`src/rtl/autb_csr_responder.sv`:
```
// Single-beat CSR responder: RW bank, sampled RO inputs, and two delay registers that stall the response.
// Latency: response 1 cycle after accept, or 1+data*CYC_PER_x cycles after a nonzero delay write.
// Backpressure: req_ready only in IDLE; the response is held in RESP until rsp_ready.
module autb_csr_responder #(
    parameter int ADDR_W     = 6,
    parameter int DATA_W     = 32,
    parameter int N_RW       = 16,
    parameter int N_RO       = 16,
    parameter int CYC_PER_US = 1000,
    parameter int CYC_PER_NS = 1
) (
    input  logic                     clk,
    input  logic                     rst_n,
    input  logic                     req_valid,
    output logic                     req_ready,
    input  logic                     req_write,
    input  logic [ADDR_W-1:0]        req_addr,
    input  logic [DATA_W-1:0]        req_wdata,
    output logic                     rsp_valid,
    input  logic                     rsp_ready,
    output logic [DATA_W-1:0]        rsp_rdata,
    output logic                     rsp_err,
    input  logic [N_RO*DATA_W-1:0]   ro_data,
    output logic [N_RW*DATA_W-1:0]   rw_data,
    output logic                     delay_busy
);
    localparam int PMAX = (CYC_PER_US > CYC_PER_NS) ? CYC_PER_US : CYC_PER_NS;
    localparam int PW   = (PMAX > 1) ? $clog2(PMAX) : 1;
    localparam logic [PW-1:0] US_RELOAD = PW'(CYC_PER_US - 1);
    localparam logic [PW-1:0] NS_RELOAD = PW'(CYC_PER_NS - 1);

    typedef enum logic [1:0] {IDLE, DLY, RESP} state_t;
    state_t state_q, state_d;

    logic [N_RW*DATA_W-1:0] rw_q;
    logic [DATA_W-1:0]      dly_us_q, dly_ns_q, unit_q, rdata_q, rd_val;
    logic [PW-1:0]          presc_q, reload_q;
    logic                   err_q, accept, hit_rw, hit_ro, hit_us, hit_ns, dec_err, dly_start;
    int                     addr_i;

    assign accept = req_valid && req_ready;

    always_comb begin
        addr_i = int'(req_addr);
        hit_rw = 1'b0;
        hit_ro = 1'b0;
        rd_val = '0;
        for (int k = 0; k < N_RW; k++) begin
            if (addr_i == k) begin
                hit_rw = 1'b1;
                rd_val = rw_q[k*DATA_W +: DATA_W];
            end
        end
        for (int k = 0; k < N_RO; k++) begin
            if (addr_i == 32 + k) begin
                hit_ro = 1'b1;
                rd_val = ro_data[k*DATA_W +: DATA_W];
            end
        end
        hit_us = (addr_i == 62);
        hit_ns = (addr_i == 63);
        if (hit_us) rd_val = dly_us_q;
        if (hit_ns) rd_val = dly_ns_q;
        dec_err   = !(hit_rw || hit_ro || hit_us || hit_ns) || (req_write && hit_ro);
        dly_start = req_write && (hit_us || hit_ns) && (req_wdata != '0);
    end

    always_ff @(posedge clk) begin
        if (!rst_n) state_q <= IDLE;
        else        state_q <= state_d;
    end

    always_comb begin
        state_d = state_q;
        case (state_q)
            IDLE: if (accept) state_d = dly_start ? DLY : RESP;
            // The last prescaler wrap of the final unit ends the stall.
            DLY:  if (presc_q == '0 && unit_q == DATA_W'(1)) state_d = RESP;
            RESP: if (rsp_ready) state_d = IDLE;
            default: state_d = IDLE;
        endcase
    end

    always_comb begin
        req_ready  = rst_n && (state_q == IDLE);
        rsp_valid  = (state_q == RESP);
        delay_busy = (state_q == DLY);
    end

    always_ff @(posedge clk) begin
        if (!rst_n) begin
            rw_q     <= '0;
            dly_us_q <= '0;
            dly_ns_q <= '0;
            unit_q   <= '0;
            presc_q  <= '0;
            reload_q <= '0;
            rdata_q  <= '0;
            err_q    <= 1'b0;
        end else begin
            if (state_q == DLY) begin
                if (presc_q == '0) begin
                    presc_q <= reload_q;
                    unit_q  <= unit_q - DATA_W'(1);
                end else begin
                    presc_q <= presc_q - PW'(1);
                end
            end
            if (accept) begin
                err_q   <= dec_err;
                rdata_q <= (req_write || dec_err) ? '0 : rd_val;
                if (req_write && !dec_err) begin
                    for (int k = 0; k < N_RW; k++) begin
                        if (addr_i == k) rw_q[k*DATA_W +: DATA_W] <= req_wdata;
                    end
                    if (hit_us) begin
                        dly_us_q <= req_wdata;
                        unit_q   <= req_wdata;
                        presc_q  <= US_RELOAD;
                        reload_q <= US_RELOAD;
                    end
                    if (hit_ns) begin
                        dly_ns_q <= req_wdata;
                        unit_q   <= req_wdata;
                        presc_q  <= NS_RELOAD;
                        reload_q <= NS_RELOAD;
                    end
                end
            end
        end
    end

    assign rsp_rdata = rdata_q;
    assign rsp_err   = err_q;
    assign rw_data   = rw_q;
endmodule

```
`config.mk`:
```
export PLATFORM = sky130hd
export DESIGN_NAME = autb_csr_responder
export DESIGN_NICKNAME = d
export VERILOG_FILES = /design/src/rtl/autb_csr_responder.sv
export SDC_FILE = /design/constraint.sdc
export NUM_CORES = 2
export LEC_CHECK = 0
export BUFFER_PORTS_ARGS = -buffer_cell sky130_fd_sc_hd__buf_2
export CAP_MARGIN = 20
export CELL_PAD_IN_SITES_DETAIL_PLACEMENT = 1
export CELL_PAD_IN_SITES_GLOBAL_PLACEMENT = 1
export CORE_AREA = 2 2 426 428
export DETAILED_ROUTE_END_ITERATION = 8
export DIE_AREA = 0 0 428 430
export MAX_ROUTING_LAYER = met4
export PLACE_DENSITY = 0.59
export SYNTH_ARGS = -nofsm -noshare
export SYNTH_HDL_FRONTEND = slang
export SYNTH_SLANG_ARGS = --single-unit
```
`constraint.sdc`:
```
create_clock -name clk -period 6 [get_ports clk]
set_clock_uncertainty 0.15 [all_clocks]
set_input_delay 0 -clock clk [delete_from_list [all_inputs] [get_ports clk]]
set_output_delay 0 -clock clk [all_outputs]
set_load 0.05 [all_outputs]
```
==> flow_metrics.tcl <==
set metrics [dict create \
    synth_top_area_share 0.382 \
    area_growth_pct 37.4 \
    synth.area.top_cells "dfxtp_1 38%, nand2_1 14%, a21oi_1 11%" \
    cap_violations 0 \
    synth_nets 5234 \
    syn_area_um2 34300 \
    dpl.cell_count 7840 \
    final_common_cell "nand2_1" \
    cts_root_buffer "clkbuf_16" \
    layout_setup_ws_ps 719 \
    place_worst_setup_slack_ps 1220 \
    gp_congestion 1.04 \
    first_global_vias 44000 \
    critPathKind "in2reg" \
    drive_gt1_frac 0.270 \
    hold_class "in2reg" \
    p_leak_nw 18.8 \
    r2r_slack_ps 1390 \
    total_power_mw 11.2 \
    wirelength_um 341000 \
    ys_types 86 \
    period_share 0.880 \
    route.met2.wl_um 152000 \
    slew_violations 0 \
    synth_edf_count 0 \
    rows 156 \
    cts-buffers-inserted 82 \
    cp_slowest_stage_delay_ps 620 \
    fin_cells 8224 \
    cpMostUsedCell "dlygate4sd3_1" \
    setup_viol 0 \
    grt_first_pass_wirelength_um 438000 \
    avgViaCountPerCell 5.58 \
    top_layer_used "met4" \
    nets 6265 \
    hold_path_end "rsp_rdata[1]" \
    r2r_cells 9 \
    period_needed_ps 5280 \
    avgSynthCellArea_um2 7.33 \
    cts_buffer_depth 3 \
    m1WireLength_um 133000 \
    hold_viol 0 \
    slew_headroom 0.109 \
    ant_nets 0 \
    fin_setup_tns_ps 0 \
    cp_max_fo 38 \
    arrival_ps 5760 \
    required_ps 6480 \
    cts-htree-levels 3 \
    synth_seq_cells 654 \
    cp_num_buf_inv 8 \
    track_usage 0.364 \
    first_pass_iters 9 \
    insertion_delay_ps 750 \
    max_clock_freq_mhz 189 \
    clk_pin_slew_ps 60 \
    port_buffers 1102 \
    timing.rr.start "rw_data[122]" \
    rsz0062_at_grt "no" \
    grt_max_degree 152 \
    post-route-util 0.262 \
    yosysSeqAreaShare 0.382 \
    whs_path_depth 5 \
    cp_num_cells 15 \
    critPathLaunchType "input pin" \
    hpwl_um 255000 \
    end_kind "flip-flop" \
    io_pins 1103 \
    tritoncts "built" \
    grt_overflow 0 \
    worst_pin_slew_ps 1330 \
    critPathSlowestCell "buf_4" \
    cp_top_family "buffers and inverters" \
    status "finished, final reports clean" \
    dieWidth_um 428 \
    core_um2 180000 \
    yosysTopAreaCell "dfxtp_1" \
    initial_core_util 0.191 \
    synth_warnings 0 \
    crit_path_cell_trace "dlygate4sd3_1 > buf_8 > or2_2 > buf_4 > nor2_2 > buf_4 > a22o_1 > dlygate4sd3_1 > a211oi_1 > dlygate4sd3_1 > nand2_1 > dlygate4sd3_1 > a221oi_1 > a21oi_1 > dlygate4sd3_1" \
    antenna_found_initial 126 \
    whs_ps 45.9 \
    syn_inst 4676 \
    fillers 21900 \
    vias 45900 \
    clock_sinks 654 \
    final_cell_mix "1,289 x nand2_1, 1,100 x buf_2, 756 x a21oi_1" \
    timing.rr.end "rsp_rdata[26]" \
    dieArea_um2 184000 \
    synth_flop_cell "dfxtp_1" \
    powerDensity_nw_per_um2 239 \
    place_area_um2 42500 \
    async_flop_share 0 \
    dr_wl_met3_um 30200 \
    drc 0 \
    hold_start "ro_data[1]" \
    peakVddDrop_uv 223 \
    die_y_um 430 \
    first_iter_violations 5496 \
    wl_per_cell_um 41.4 \
    fin_area_um2 47100 \
]
==> layout make-up <==
type,instances,area [um2],area share
tap,2370,2970,0.0630
inverter,16,75.1,0.00160
antenna,83,208,0.00441
clock inverter,39,571,0.0121
timing repair buffer,1402,8300,0.176
clock buffer,109,2270,0.0483
sequential,654,13100,0.278
multi-input combinational,3551,19600,0.416
==> how the worst max path moves through the flow <==
| stage | start | end | slack (ps) |
|---|---|---|---|
| final | req_addr[1] | rsp_rdata[2] | 720 |
| after global routing | req_addr[1] | rsp_rdata[2] | 600 |
| after CTS | req_addr[1] | rsp_rdata[2] | 960 |
| after detailed placement | req_addr[5] | rsp_rdata[6] | 1220 |
| after global placement | req_addr[5] | rsp_rdata[13] | 940 |
| after floorplan | state_q[1] | rw_data[297] | 2730 |
==> power breakdown <==
part / total, mW / switching, mW / internal (mW) / leakage (nW)
logic: 1.42 / 1.03 / 0.389 / 12.2
clock network: 5.47 / 2.34 / 3.12 / 1.37
registers: 4.36 / 0.00795 / 4.35 / 5.27
==> worst reg2reg max path, stage by stage (launching register included) <==
cell           delay (ps)
dfxtp_1               320
mux4_2                530
nand2_1               110
o21ai_0               200
a221oi_1             1140
a2111oi_1             180
buf_4                 230
nor4_1                840
o21ai_0               190
dlygate4sd3_1         600
==> repair_timing <==
action	CTS	global route
hold endpoints to repair	645	0
resized for setup	0	0
hold buffers	151	0
setup endpoints to repair	0	0
setup buffers	0	0
==> Yosys cell counts, types with 33 or more instances <==
cell	number
dfxtp_1	654
a221oi_1	48
o221ai_1	33
a211oi_1	56
clkbuf_1	317
nand2_1	1295
a21oi_1	756
nor2_1	246
o22ai_1	99
nor3_1	62
mux2i_1	118
mux2_2	53
nand3_1	59
o21ai_0	204
buf_2	118
a22oi_1	70
==> layer usage <==
| layer | global-route usage | vias to the layer above |
|---|---|---|
| li1 | - | 18700 |
| met1 | 0.426 | 23600 |
| met2 | 0.554 | 2880 |
| met3 | 0.0891 | 759 |
| met4 | 0.235 | 0 |
| met5 | - | - |
==> cells by family (layout without fill, tap and decap cells) <==
logic type               after synthesis  count (layout)  share of synthesized area
AO/OA/AOI/OAI                       1513            1513                      0.268
other                                  0              83                          0
adder cells (fa/ha/maj)                3               3                    0.00110
buffers and inverters                471            1566                     0.0560
multiplexers                         192             192                     0.0657
AND/OR/NAND/NOR                     1810            1810                      0.219
XOR/XNOR                              33              33                    0.00844
flip-flops                           654             654                      0.382
==> flip-flops by register name, summed over array words and instances, names as in the netlist <==
signal     count
rw_data      512
rsp_rdata     32
state_q        2
reload_q       1
dly_ns_q      32
unit_q        32
dly_us_q      32
rsp_err        1
presc_q       10
Power figures use the tool's default switching activity.
